### src/rtl/cordic_trig_iter.sv
// Iterative CORDIC: float32 radians in, cos/sin in signed Q2.30 out, one micro-rotation per clock.
// Latency: done asserts ITER+1 rising edges after the accepting edge; back-to-back issue every ITER+1 cycles.
// Backpressure: start is taken only while busy=0 (IDLE or FIN); start during rotation is dropped.
//
// Ports: clk/rst_n (async active-low); start/angle request; busy, done (1-cycle pulse), err (with done);
//        cos_out/sin_out results; theta = residual angle after the last micro-rotation (debug).
module cordic_trig_iter #(
    parameter int ITER  = 16,
    parameter int WIDTH = 32,
    parameter int FRAC  = 30
) (
    input  logic             clk,
    input  logic             rst_n,
    input  logic             start,
    input  logic [31:0]      angle,
    output logic             busy,
    output logic             done,
    output logic             err,
    output logic [WIDTH-1:0] cos_out,
    output logic [WIDTH-1:0] sin_out,
    output logic [WIDTH-1:0] theta
);

    typedef enum logic [1:0] {S_IDLE, S_ROT, S_FIN} state_t;

    // round(atan(2^-i) * 2^30); beyond i=9 the cubic term is below half an LSB.
    function automatic logic [WIDTH-1:0] atan_lut(input logic [4:0] idx);
        case (idx)
            5'd0:    atan_lut = WIDTH'(32'h3243F6A8);
            5'd1:    atan_lut = WIDTH'(32'h1DAC6705);
            5'd2:    atan_lut = WIDTH'(32'h0FADBAFD);
            5'd3:    atan_lut = WIDTH'(32'h07F56EA7);
            5'd4:    atan_lut = WIDTH'(32'h03FEAB77);
            5'd5:    atan_lut = WIDTH'(32'h01FFD55C);
            5'd6:    atan_lut = WIDTH'(32'h00FFFAAB);
            5'd7:    atan_lut = WIDTH'(32'h007FFF55);
            5'd8:    atan_lut = WIDTH'(32'h003FFFEB);
            5'd9:    atan_lut = WIDTH'(32'h001FFFFD);
            default: atan_lut = WIDTH'(1) << (5'd30 - idx);
        endcase
    endfunction

    // Pre-scaled start vector: product of 1/sqrt(1+2^-2i) over the iterations actually run.
    function automatic logic [WIDTH-1:0] k_const(input int n);
        case (n)
            8:       k_const = WIDTH'(32'd652039507);
            9:       k_const = WIDTH'(32'd652034532);
            10:      k_const = WIDTH'(32'd652033289);
            11:      k_const = WIDTH'(32'd652032978);
            12:      k_const = WIDTH'(32'd652032900);
            13:      k_const = WIDTH'(32'd652032881);
            14:      k_const = WIDTH'(32'd652032876);
            15:      k_const = WIDTH'(32'd652032874);
            default: k_const = WIDTH'(32'h26DD3B6A);
        endcase
    endfunction

    localparam logic [WIDTH-1:0] K_INIT  = k_const(ITER);
    localparam logic [4:0]       I_LAST  = 5'(ITER - 1);
    // Exponent bounds: below E_LO the angle is under one LSB; E_PIVOT is the unshifted point.
    localparam logic [7:0]       E_LO    = 8'(127 - FRAC);
    localparam logic [7:0]       E_PIVOT = 8'(150 - FRAC);

    state_t                  state_q, state_d;
    logic [4:0]              i_q, i_d;
    logic signed [WIDTH-1:0] x_q, x_d, y_q, y_d, z_q, z_d;
    logic                    err_pend_q, err_pend_d;
    logic                    err_q, err_d;
    logic [WIDTH-1:0]        cos_q, cos_d, sin_q, sin_d, theta_q, theta_d;

    // float32 -> Q2.30, truncated toward zero
    logic [7:0]       ang_exp;
    logic [23:0]      ang_man;
    logic [WIDTH-1:0] conv_mag, conv_z;
    logic             conv_err;

    assign ang_exp = angle[30:23];
    assign ang_man = {1'b1, angle[22:0]};

    always_comb begin
        conv_err = 1'b0;
        conv_mag = '0;
        if (ang_exp >= 8'd128) begin
            conv_err = 1'b1;                 // |a| >= 2, inf, NaN
        end else if (ang_exp >= E_LO) begin
            if (ang_exp >= E_PIVOT) conv_mag = WIDTH'(ang_man) << (ang_exp - E_PIVOT);
            else                    conv_mag = WIDTH'(ang_man) >> (E_PIVOT - ang_exp);
        end
    end

    assign conv_z = angle[31] ? -conv_mag : conv_mag;

    // One micro-rotation; direction from sign of z (z>=0 rotates positive).
    logic signed [WIDTH-1:0] x_sh, y_sh, atan_i, x_rot, y_rot, z_rot;
    logic                    d_neg;

    assign x_sh   = x_q >>> i_q;
    assign y_sh   = y_q >>> i_q;
    assign atan_i = atan_lut(i_q);
    assign d_neg  = z_q[WIDTH-1];
    assign x_rot  = d_neg ? x_q + y_sh   : x_q - y_sh;
    assign y_rot  = d_neg ? y_q - x_sh   : y_q + x_sh;
    assign z_rot  = d_neg ? z_q + atan_i : z_q - atan_i;

    always_comb begin
        state_d    = state_q;
        i_d        = i_q;
        x_d        = x_q;
        y_d        = y_q;
        z_d        = z_q;
        err_pend_d = err_pend_q;
        err_d      = err_q;
        cos_d      = cos_q;
        sin_d      = sin_q;
        theta_d    = theta_q;
        case (state_q)
            S_IDLE, S_FIN: begin
                if (start) begin
                    state_d    = S_ROT;
                    i_d        = '0;
                    x_d        = K_INIT;
                    y_d        = '0;
                    z_d        = conv_z;
                    err_pend_d = conv_err;
                end else begin
                    state_d = S_IDLE;
                end
            end
            S_ROT: begin
                x_d = x_rot;
                y_d = y_rot;
                z_d = z_rot;
                if (i_q == I_LAST) begin
                    // Results land on the edge into FIN so they are valid alongside done.
                    state_d = S_FIN;
                    cos_d   = x_rot;
                    sin_d   = y_rot;
                    theta_d = z_rot;
                    err_d   = err_pend_q;
                end else begin
                    i_d = i_q + 5'd1;
                end
            end
            default: state_d = S_IDLE;
        endcase
    end

    always_ff @(posedge clk or negedge rst_n) begin
        if (!rst_n) begin
            state_q    <= S_IDLE;
            i_q        <= '0;
            x_q        <= '0;
            y_q        <= '0;
            z_q        <= '0;
            err_pend_q <= 1'b0;
            err_q      <= 1'b0;
            cos_q      <= '0;
            sin_q      <= '0;
            theta_q    <= '0;
        end else begin
            state_q    <= state_d;
            i_q        <= i_d;
            x_q        <= x_d;
            y_q        <= y_d;
            z_q        <= z_d;
            err_pend_q <= err_pend_d;
            err_q      <= err_d;
            cos_q      <= cos_d;
            sin_q      <= sin_d;
            theta_q    <= theta_d;
        end
    end

    assign busy    = (state_q == S_ROT);
    assign done    = (state_q == S_FIN);
    assign err     = err_q;
    assign cos_out = cos_q;
    assign sin_out = sin_q;
    assign theta   = theta_q;

endmodule

### config.mk
export PLATFORM = sky130hd
export DESIGN_NAME = cordic_trig_iter
export DESIGN_NICKNAME = d
export VERILOG_FILES = /design/src/rtl/cordic_trig_iter.sv
export SDC_FILE = /design/constraint.sdc
export NUM_CORES = 1
export LEC_CHECK = 0
export CORE_MARGIN = 2
export CORE_UTILIZATION = 45
export DETAILED_ROUTE_END_ITERATION = 8
export SLEW_MARGIN = 20
export SYNTH_ARGS = -nofsm -noshare
export SYNTH_HDL_FRONTEND = slang
export SYNTH_SLANG_ARGS = --single-unit
### constraint.sdc
create_clock -name clk -period 12 [get_ports clk]
set_clock_uncertainty 0.05 [all_clocks]
set_input_delay 1.8 -clock clk [delete_from_list [all_inputs] [get_ports clk]]
set_output_delay 1.8 -clock clk [all_outputs]
set_load 0.05 [all_outputs]
==> results of run 1 <==
==> synthesized netlist by cell type (29+ instances only) <==
library cell / n / area (µm²)
mux2i_1: 101 / 1010
o21a_1: 29 / 218
dfrtp_1: 201 / 5030
a21oi_1: 224 / 1120
mux2_2: 37 / 417
inv_1: 55 / 206
a31oi_1: 52 / 325
a21o_1: 40 / 300
a211oi_1: 34 / 255
xnor2_1: 105 / 920
buf_2: 64 / 320
nor2_1: 223 / 837
ha_1: 114 / 1430
nor3_1: 46 / 230
mux4_2: 103 / 2320
nand2_1: 365 / 1370
o21ai_0: 259 / 1300
xor2_1: 101 / 885
clkbuf_1: 107 / 402
nand2b_1: 43 / 269
nand3_1: 55 / 275
and2_1: 30 / 188
==> worst reg2reg max path: stages, from the launching register on <==
cell,delay (ns)
dfrtp_4,0.72
buf_4,0.80
inv_1,0.23
ha_1,0.50
nor4bb_2,0.35
a21oi_1,0.22
nand3_1,0.20
a211oi_1,0.51
ha_1,0.26
and3_1,0.21
nor3b_1,0.41
a21oi_1,0.15
xnor2_1,0.16
ha_1,0.37
and4_1,0.22
and2_1,0.16
a311o_1,0.38
or3_1,0.34
a31oi_1,0.32
o21ai_0,0.30
nor3_1,0.21
o211a_1,0.22
a21oi_1,0.09
xor2_1,0.18
a221o_1,0.35
==> cell type report <==
class	instances	area share, %
Timing Repair Buffer	168	6.10
Clock buffer	31	2.57
Clock inverter	13	0.540
Sequential cell	201	19.4
Tap cell	680	3.28
Multi-Input combinational cell	2413	67.2
Inverter	61	0.882
==> logic make-up (layout without fill, tap and decap cells) <==
kind of cell | Yosys count | in the layout | synth area share (%)
AOI/OAI and AO/OA | 920 | 920 | 25.1
xor gates and xnor gates | 206 | 206 | 7.66
adders and majority gates | 117 | 117 | 6.31
buffers and inverters | 264 | 273 | 4.79
DFF | 201 | 201 | 21.3
muxes | 244 | 244 | 16.2
and+or+nand+nor | 926 | 926 | 18.6
==> registers in the layout, summed over array words and instances, names as in the netlist <==
signal      flops
theta          32
i_q             5
err_pend_q      1
state_q         2
x_q            32
y_q            32
cos_out        32
sin_out        32
z_q            32
err             1
==> metrics by stage <==
stage | std cells | cell area (µm²) | setup slack (ns) | hold slack, ns | util, %
2_1_floorplan | 2878 | 23600 | 5.71 | 0.396 | -
3_3_place_gp | 3523 | 25100 | 4.28 | 0.410 | 48.8
3_5_place_dp | 3523 | 25100 | 4.08 | 0.416 | 48.8
4_1_cts | 3567 | 25900 | 4.07 | 0.434 | 50.4
5_1_grt | 3567 | 25900 | 3.41 | 0.447 | 50.4
6_report | 3567 | 25900 | 4.00 | 0.426 | 50.4
==> how the worst max path moves through the flow <==
| stage | start | to | cells after the start |
|---|---|---|---|
| after floorplan | i_q[1]$_DFFE_PN0P_ | z_q[31]$_DFFE_PN0P_ | 26 |
| after global placement | i_q[0]$_DFFE_PN0P_ | z_q[31]$_DFFE_PN0P_ | 22 |
| after detailed placement | i_q[0]$_DFFE_PN0P_ | z_q[31]$_DFFE_PN0P_ | 24 |
| after CTS | i_q[0]$_DFFE_PN0P_ | z_q[31]$_DFFE_PN0P_ | 24 |
| after global routing | i_q[0]$_DFFE_PN0P_ | z_q[31]$_DFFE_PN0P_ | 22 |
| final | i_q[0]$_DFFE_PN0P_ | z_q[31]$_DFFE_PN0P_ | 24 |
==> layer usage <==
| metal | part of all wire, % | track usage, % |
|---|---|---|
| met1 | 40 | 41.7 |
| met2 | 46 | 52.6 |
| met3 | 7.2 | 4.61 |
| met4 | 6.0 | 16.8 |
| met5 | 0 | 0 |
==> layout by cell type (no fill, tap or decap), types with 101 or more instances in the layout <==
master and count:
nand2_1 364, o21ai_0 258, a21oi_1 224, nor2_1 222
dfrtp_1 195, clkdlybuf4s50_1 129, ha_1 114, xnor2_1 105
mux4_2 103, mux2i_1 101, xor2_1 101
==> results by group, run 1 <==
Cells and area
  • Final net count: 3022
  • Filler cell count in the final layout: 5040
  • Layout cells sized above 1: 9.56%
  • FF+latch area: 0.00504 mm²
  • Layout area overhead: 10.1%
  • Area taken by multi-input logic gates: 0.0174 mm²
  • Antenna Cells: 0

Synthesis
  • Predominant post-synthesis flop cell: dfrtp_1
  • Ys async rst share: 100%
  • Netlist cell types: 108
  • Syn Std Cell Area: 0.0236 mm²
  • Post-synthesis sequential area ratio: 21.3%
  • Seq cells post-synth: 201
  • Yosys warnings: 0
  • Synth Instances: 2878
  • Mean Syn Cell Area: 8.19 µm²
  • Syn_nets: 3030
  • Post-synth EDFFs: 0

Floorplan
  • Initial Utilization: 45.7%
  • # rows: 83
  • Die Wd: 233 µm
  • Ports: 134
  • Die height: 233 µm
  • Die footprint: 0.0542 mm²
  • Core area: 0.0515 mm²

Global routing
  • GRT overflow: 0
  • Global Route Usage Sum: 32.3%
  • Vias in the first global route: 22.4k
  • Global-route wire length before repair: 136 mm
  • Largest net degree at the start of global routing: 80
  • Initial antenna violation count: 0

Min path
  • Worst Hold Class: reg2reg
  • Hold endpoint: sin_out[29]$_DFFE_PN0P_
  • HP Start: sin_out[29]$_DFFE_PN0P_
  • Hold depth: 2

Critical path
  • Worst Path Arrival: 8.39 ns
  • Critical-path top delay cell: buf_4
  • Largest stage delay on the critical path: 0.80 ns
  • Kind of critical path: reg2reg
  • RR Endpoint: z_q[31]$_DFFE_PN0P_
  • Setup crit end kind: flop
  • R2R cell count: 24
  • Critical path cell sequence: buf_4 -> inv_1 -> ha_1 -> nor4bb_2 -> a21oi_1 -> nand3_1 -> a211oi_1 -> ha_1 -> and3_1 -> nor3b_1 -> a21oi_1 -> xnor2_1 -> ha_1 -> and4_1 -> and2_1 -> a311o_1 -> or3_1 -> a31oi_1 -> o21ai_0 -> nor3_1 -> o211a_1 -> a21oi_1 -> xor2_1 -> a221o_1
  • CP max FO: 61
  • RR Startpoint: i_q[0]$_DFFE_PN0P_
  • Critical Path Start Type: flop
  • R2r setup slk: 4.00 ns
  • CP bufs+invs: 2
  • CP top delay family: compound AO/OA/AOI/OAI gates
  • Worst Path Required: 12.38 ns

STA
  • Final setup vio count: 0
  • Worst slew pin tran: 1.08 ns
  • Slew Limit Fails: 0
  • Slew headroom: 27.3%
  • Period utilization: 66.7%
  • Final hold violations: 0
  • Final Critical Period: 8.00 ns
  • Fmax: 125 MHz
  • RSZ-0062 raised after global routing: false
  • Setup_tns: 0 ns

CTS
  • Number of CTS-inserted buffers: 25
  • Setup Buffers After CTS: 0
  • Clock transition at the registers of the reported paths: 0.06 ns
  • Clock latency at the later pin of the worst-skew pair: 0.56 ns
  • Htree depth: 1
  • CTS Sinks: 201
  • CTS tree: built
  • # hold bufs at CTS: 0
  • Largest buffer count on any clock path: 3
  • Root Buffer: clkbuf_16
  • CTS-repair resized insts: 0

Routing
  • Routed WL: 88.9 mm
  • Post-route antenna net violation count: 0
  • Via count: 23.5k
  • # DRC: 0
  • DR WL/cell: 24.9 µm
  • Initial drt markers: 2275
  • Drt first pass iters: 7
  • Via/cell ratio: 6.58

Placement
  • Dpl hpwl: 66.7 mm
  • GP Congestion: 1.03
  • IO buf count: 133

Outcome
  • Outcome: finished clean

Flow run
  • Max-cap viol count: 0
Power of run 1 is not shown: default switching activity piles up to over one toggle a cycle in this logic, so the estimate is an artifact.
==> run 2, diff against run 1 <==
clock period = 7.75 ns   (was 12 ns; I/O delays follow)
==> run 2 against run 1 <==
Against the previous run:
- die area is the same
- clock-buffer cell count increased by 3
- register-to-register slack worse by 3.3 ns
- worst setup slack got worse by 3.3 ns
- sequential share of layout area down 0.13 points
- utilization up 0.35 points
- critical path type unchanged
- highest routed layer is now met5
==> results by group, run 2 (same netlist as run 1, synthesis figures left out) <==
Outcome
  • Outcome: finished clean (unchanged)

Floorplan
  • Die footprint: 0.0542 mm² (unchanged)
  • Initial Utilization: 45.7% (unchanged)
  • Core area: 0.0515 mm² (unchanged)
  • Die height: 233 µm (unchanged)
  • Ports: 134 (unchanged)
  • Die Wd: 233 µm (unchanged)
  • # rows: 83 (unchanged)

Critical path
  • Setup crit end kind: flop (unchanged)
  • Worst Path Arrival: 7.42 ns (was 8.39 ns)
  • RR Startpoint: i_q[0]$_DFFE_PN0P_ (unchanged)
  • Kind of critical path: reg2reg (unchanged)
  • CP max FO: 21 (was 61)
  • First element of the critical path: i_q[0]$_DFFE_PN0P_ (unchanged)
  • Worst Path Required: 8.09 ns (was 12.38 ns)
  • Critical Path Start Type: flop (unchanged)

Placement
  • GP Congestion: 1.02 (was 1.03)
  • Dpl hpwl: 68.7 mm (was 66.7 mm)
  • Dpl cell area: 0.0253 mm² (was 0.0251 mm²)
  • IO buf count: 133 (unchanged)

STA
  • Slew Limit Fails: 0 (unchanged)
  • Setup_tns: 0 ns (unchanged)
  • Slew headroom: 26.5% (was 27.3%)
  • RSZ-0062 raised after global routing: false (unchanged)
  • Worst slew pin tran: 1.10 ns (was 1.08 ns)
  • Final setup vio count: 0 (unchanged)
  • Final hold violations: 0 (unchanged)
  • Period utilization: 91.3% (was 66.7%)
  • Final Critical Period: 7.08 ns (was 8.00 ns)
  • Fmax: 141 MHz (was 125 MHz)

Cells and area
  • Finished Cell Area: 0.0261 mm² (was 0.0259 mm²)
  • Commonest cells after routing, fill and taps aside: nand2_1, o21ai_0, a21oi_1 (unchanged)
  • Commonest non-fill, non-tap cell in the layout: nand2_1 (unchanged)
  • Layout area overhead: 10.9% (was 10.1%)
  • Layout cells sized above 1: 10.2% (was 9.56%)
  • Filler cell count in the final layout: 4974 (was 5040)
  • Final net count: 3041 (was 3022)

CTS
  • # hold bufs at CTS: 0 (unchanged)
  • Largest buffer count on any clock path: 3 (unchanged)
  • Clock latency at the later pin of the worst-skew pair: 0.56 ns (about the same)
  • Number of CTS-inserted buffers: 24 (was 25)
  • Root Buffer: clkbuf_16 (unchanged)
  • Clock transition at the registers of the reported paths: 0.06 ns (about the same)
  • CTS Sinks: 201 (unchanged)
  • CTS tree: built (unchanged)
  • Htree depth: 1 (unchanged)

Routing
  • DR WL/cell: 25.2 µm (was 24.9 µm)
  • Drt first pass iters: 8 (was 7)
  • Post-route antenna net violation count: 0 (unchanged)
  • Routed WL: 90.4 mm (was 88.9 mm)
  • Via count: 23.6k (was 23.5k)
  • Via/cell ratio: 6.57 (was 6.58)
  • # DRC: 0 (unchanged)
  • Initial drt markers: 2424 (was 2275)

Min path
  • HP Start: sin_out[20]$_DFFE_PN0P_ (was sin_out[29]$_DFFE_PN0P_)
  • Worst Hold Class: reg2reg (unchanged)

Flow run
  • Max-cap viol count: 0 (unchanged)

Global routing
  • Global-route wire length before repair: 139 mm (was 136 mm)
  • Global Route Usage Sum: 32.9% (was 32.3%)
  • GRT overflow: 0 (unchanged)
  • Initial antenna violation count: 2 (was 0)
  • Largest net degree at the start of global routing: 111 (was 80)
  • Vias in the first global route: 22.7k (was 22.4k)
-- run 2: cell types whose count changed in the layout (fill, tap and decap cells not counted), moves of 2 or more --
| cell | before | now |
|---|---|---|
| clkinvlp_4 | 4 | 2 |
| inv_6 | 3 | 0 |
| clkbuf_8 | 2 | 5 |
| clkinv_2 | 3 | 6 |
| buf_12 | 0 | 2 |
| buf_4 | 35 | 52 |
-- run 2: per-layer routing --
metal / wire length [µm] / vias up / track usage (%)
li1: - / 10741 / -
met4: 4550 / 2 / 14.4
met2: 42200 / 1043 / 53.9
met1: 37400 / 11553 / 43.0
met5: 18 / - / 0
met3: 6280 / 251 / 4.73
-- run 2: worst paths after layout --
| check | to | cells past startpoint | slack (ns) |
|---|---|---|---|
| setup / recovery | y_q[31]$_DFFE_PN0P_ | 22 | 0.67 |
| hold / removal | sin_out[20]$_DFFE_PN0P_ | 2 | 0.43 |
| setup reg to reg | y_q[31]$_DFFE_PN0P_ | 22 | 0.67 |
| hold reg to reg | sin_out[20]$_DFFE_PN0P_ | 2 | 0.43 |
| max in group asynchronous | i_q[0]$_DFFE_PN0P_ | 2 | 5.74 |
| min in group asynchronous | y_q[16]$_DFFE_PN0P_ | 1 | 0.52 |
-- run 2: cell type report --
cell class	instances	area, µm²	area share [%]
Timing Repair Buffer	188	1760	6.72
Multi-Input combinational cell	2413	17400	66.7
Sequential cell	201	5040	19.3
Tap cell	680	851	3.26
Clock inverter	10	105	0.402
Clock buffer	34	709	2.71
Inverter	61	229	0.876
Antenna cell	1	2.50	0.00958
-- run 2: per-stage QoR --
step	utilization [%]	instances	hold slack, ns	worst slack, ns
finish	50.7	3588	0.428	0.670
global route	50.7	3587	0.460	0.195
CTS	50.7	3586	0.436	0.470
detailed placement	49.1	3542	0.413	0.480
global placement	49.1	3541	0.411	0.658
floorplan	-	2878	0.396	1.46
-- run 2: what timing repair did --
action / in CTS / in global routing
gates resized for setup: 0 / 0
setup buffers: 0 / 1
hold endpoints to repair: 0 / 0
endpoints found under the setup margin: 0 / 6
-- run 2: critical path, stage by stage (launching register included) --
cell	delay, ns
dfrtp_4	0.69
buf_4	0.38
mux4_2	0.56
mux2i_1	0.55
nand3_1	0.22
a2111oi_0	0.65
o21ai_0	0.35
nor4b_2	0.57
and2_1	0.34
a21oi_1	0.12
xnor2_1	0.15
o21ai_0	0.23
ha_1	0.32
a21o_1	0.18
a21o_1	0.18
a21oi_1	0.32
nand2_1	0.10
nor2_1	0.11
a221oi_1	0.13
a211o_1	0.29
o211ai_1	0.11
xnor2_1	0.19
o22ai_1	0.12
Power of run 2 is left out for the same reason.
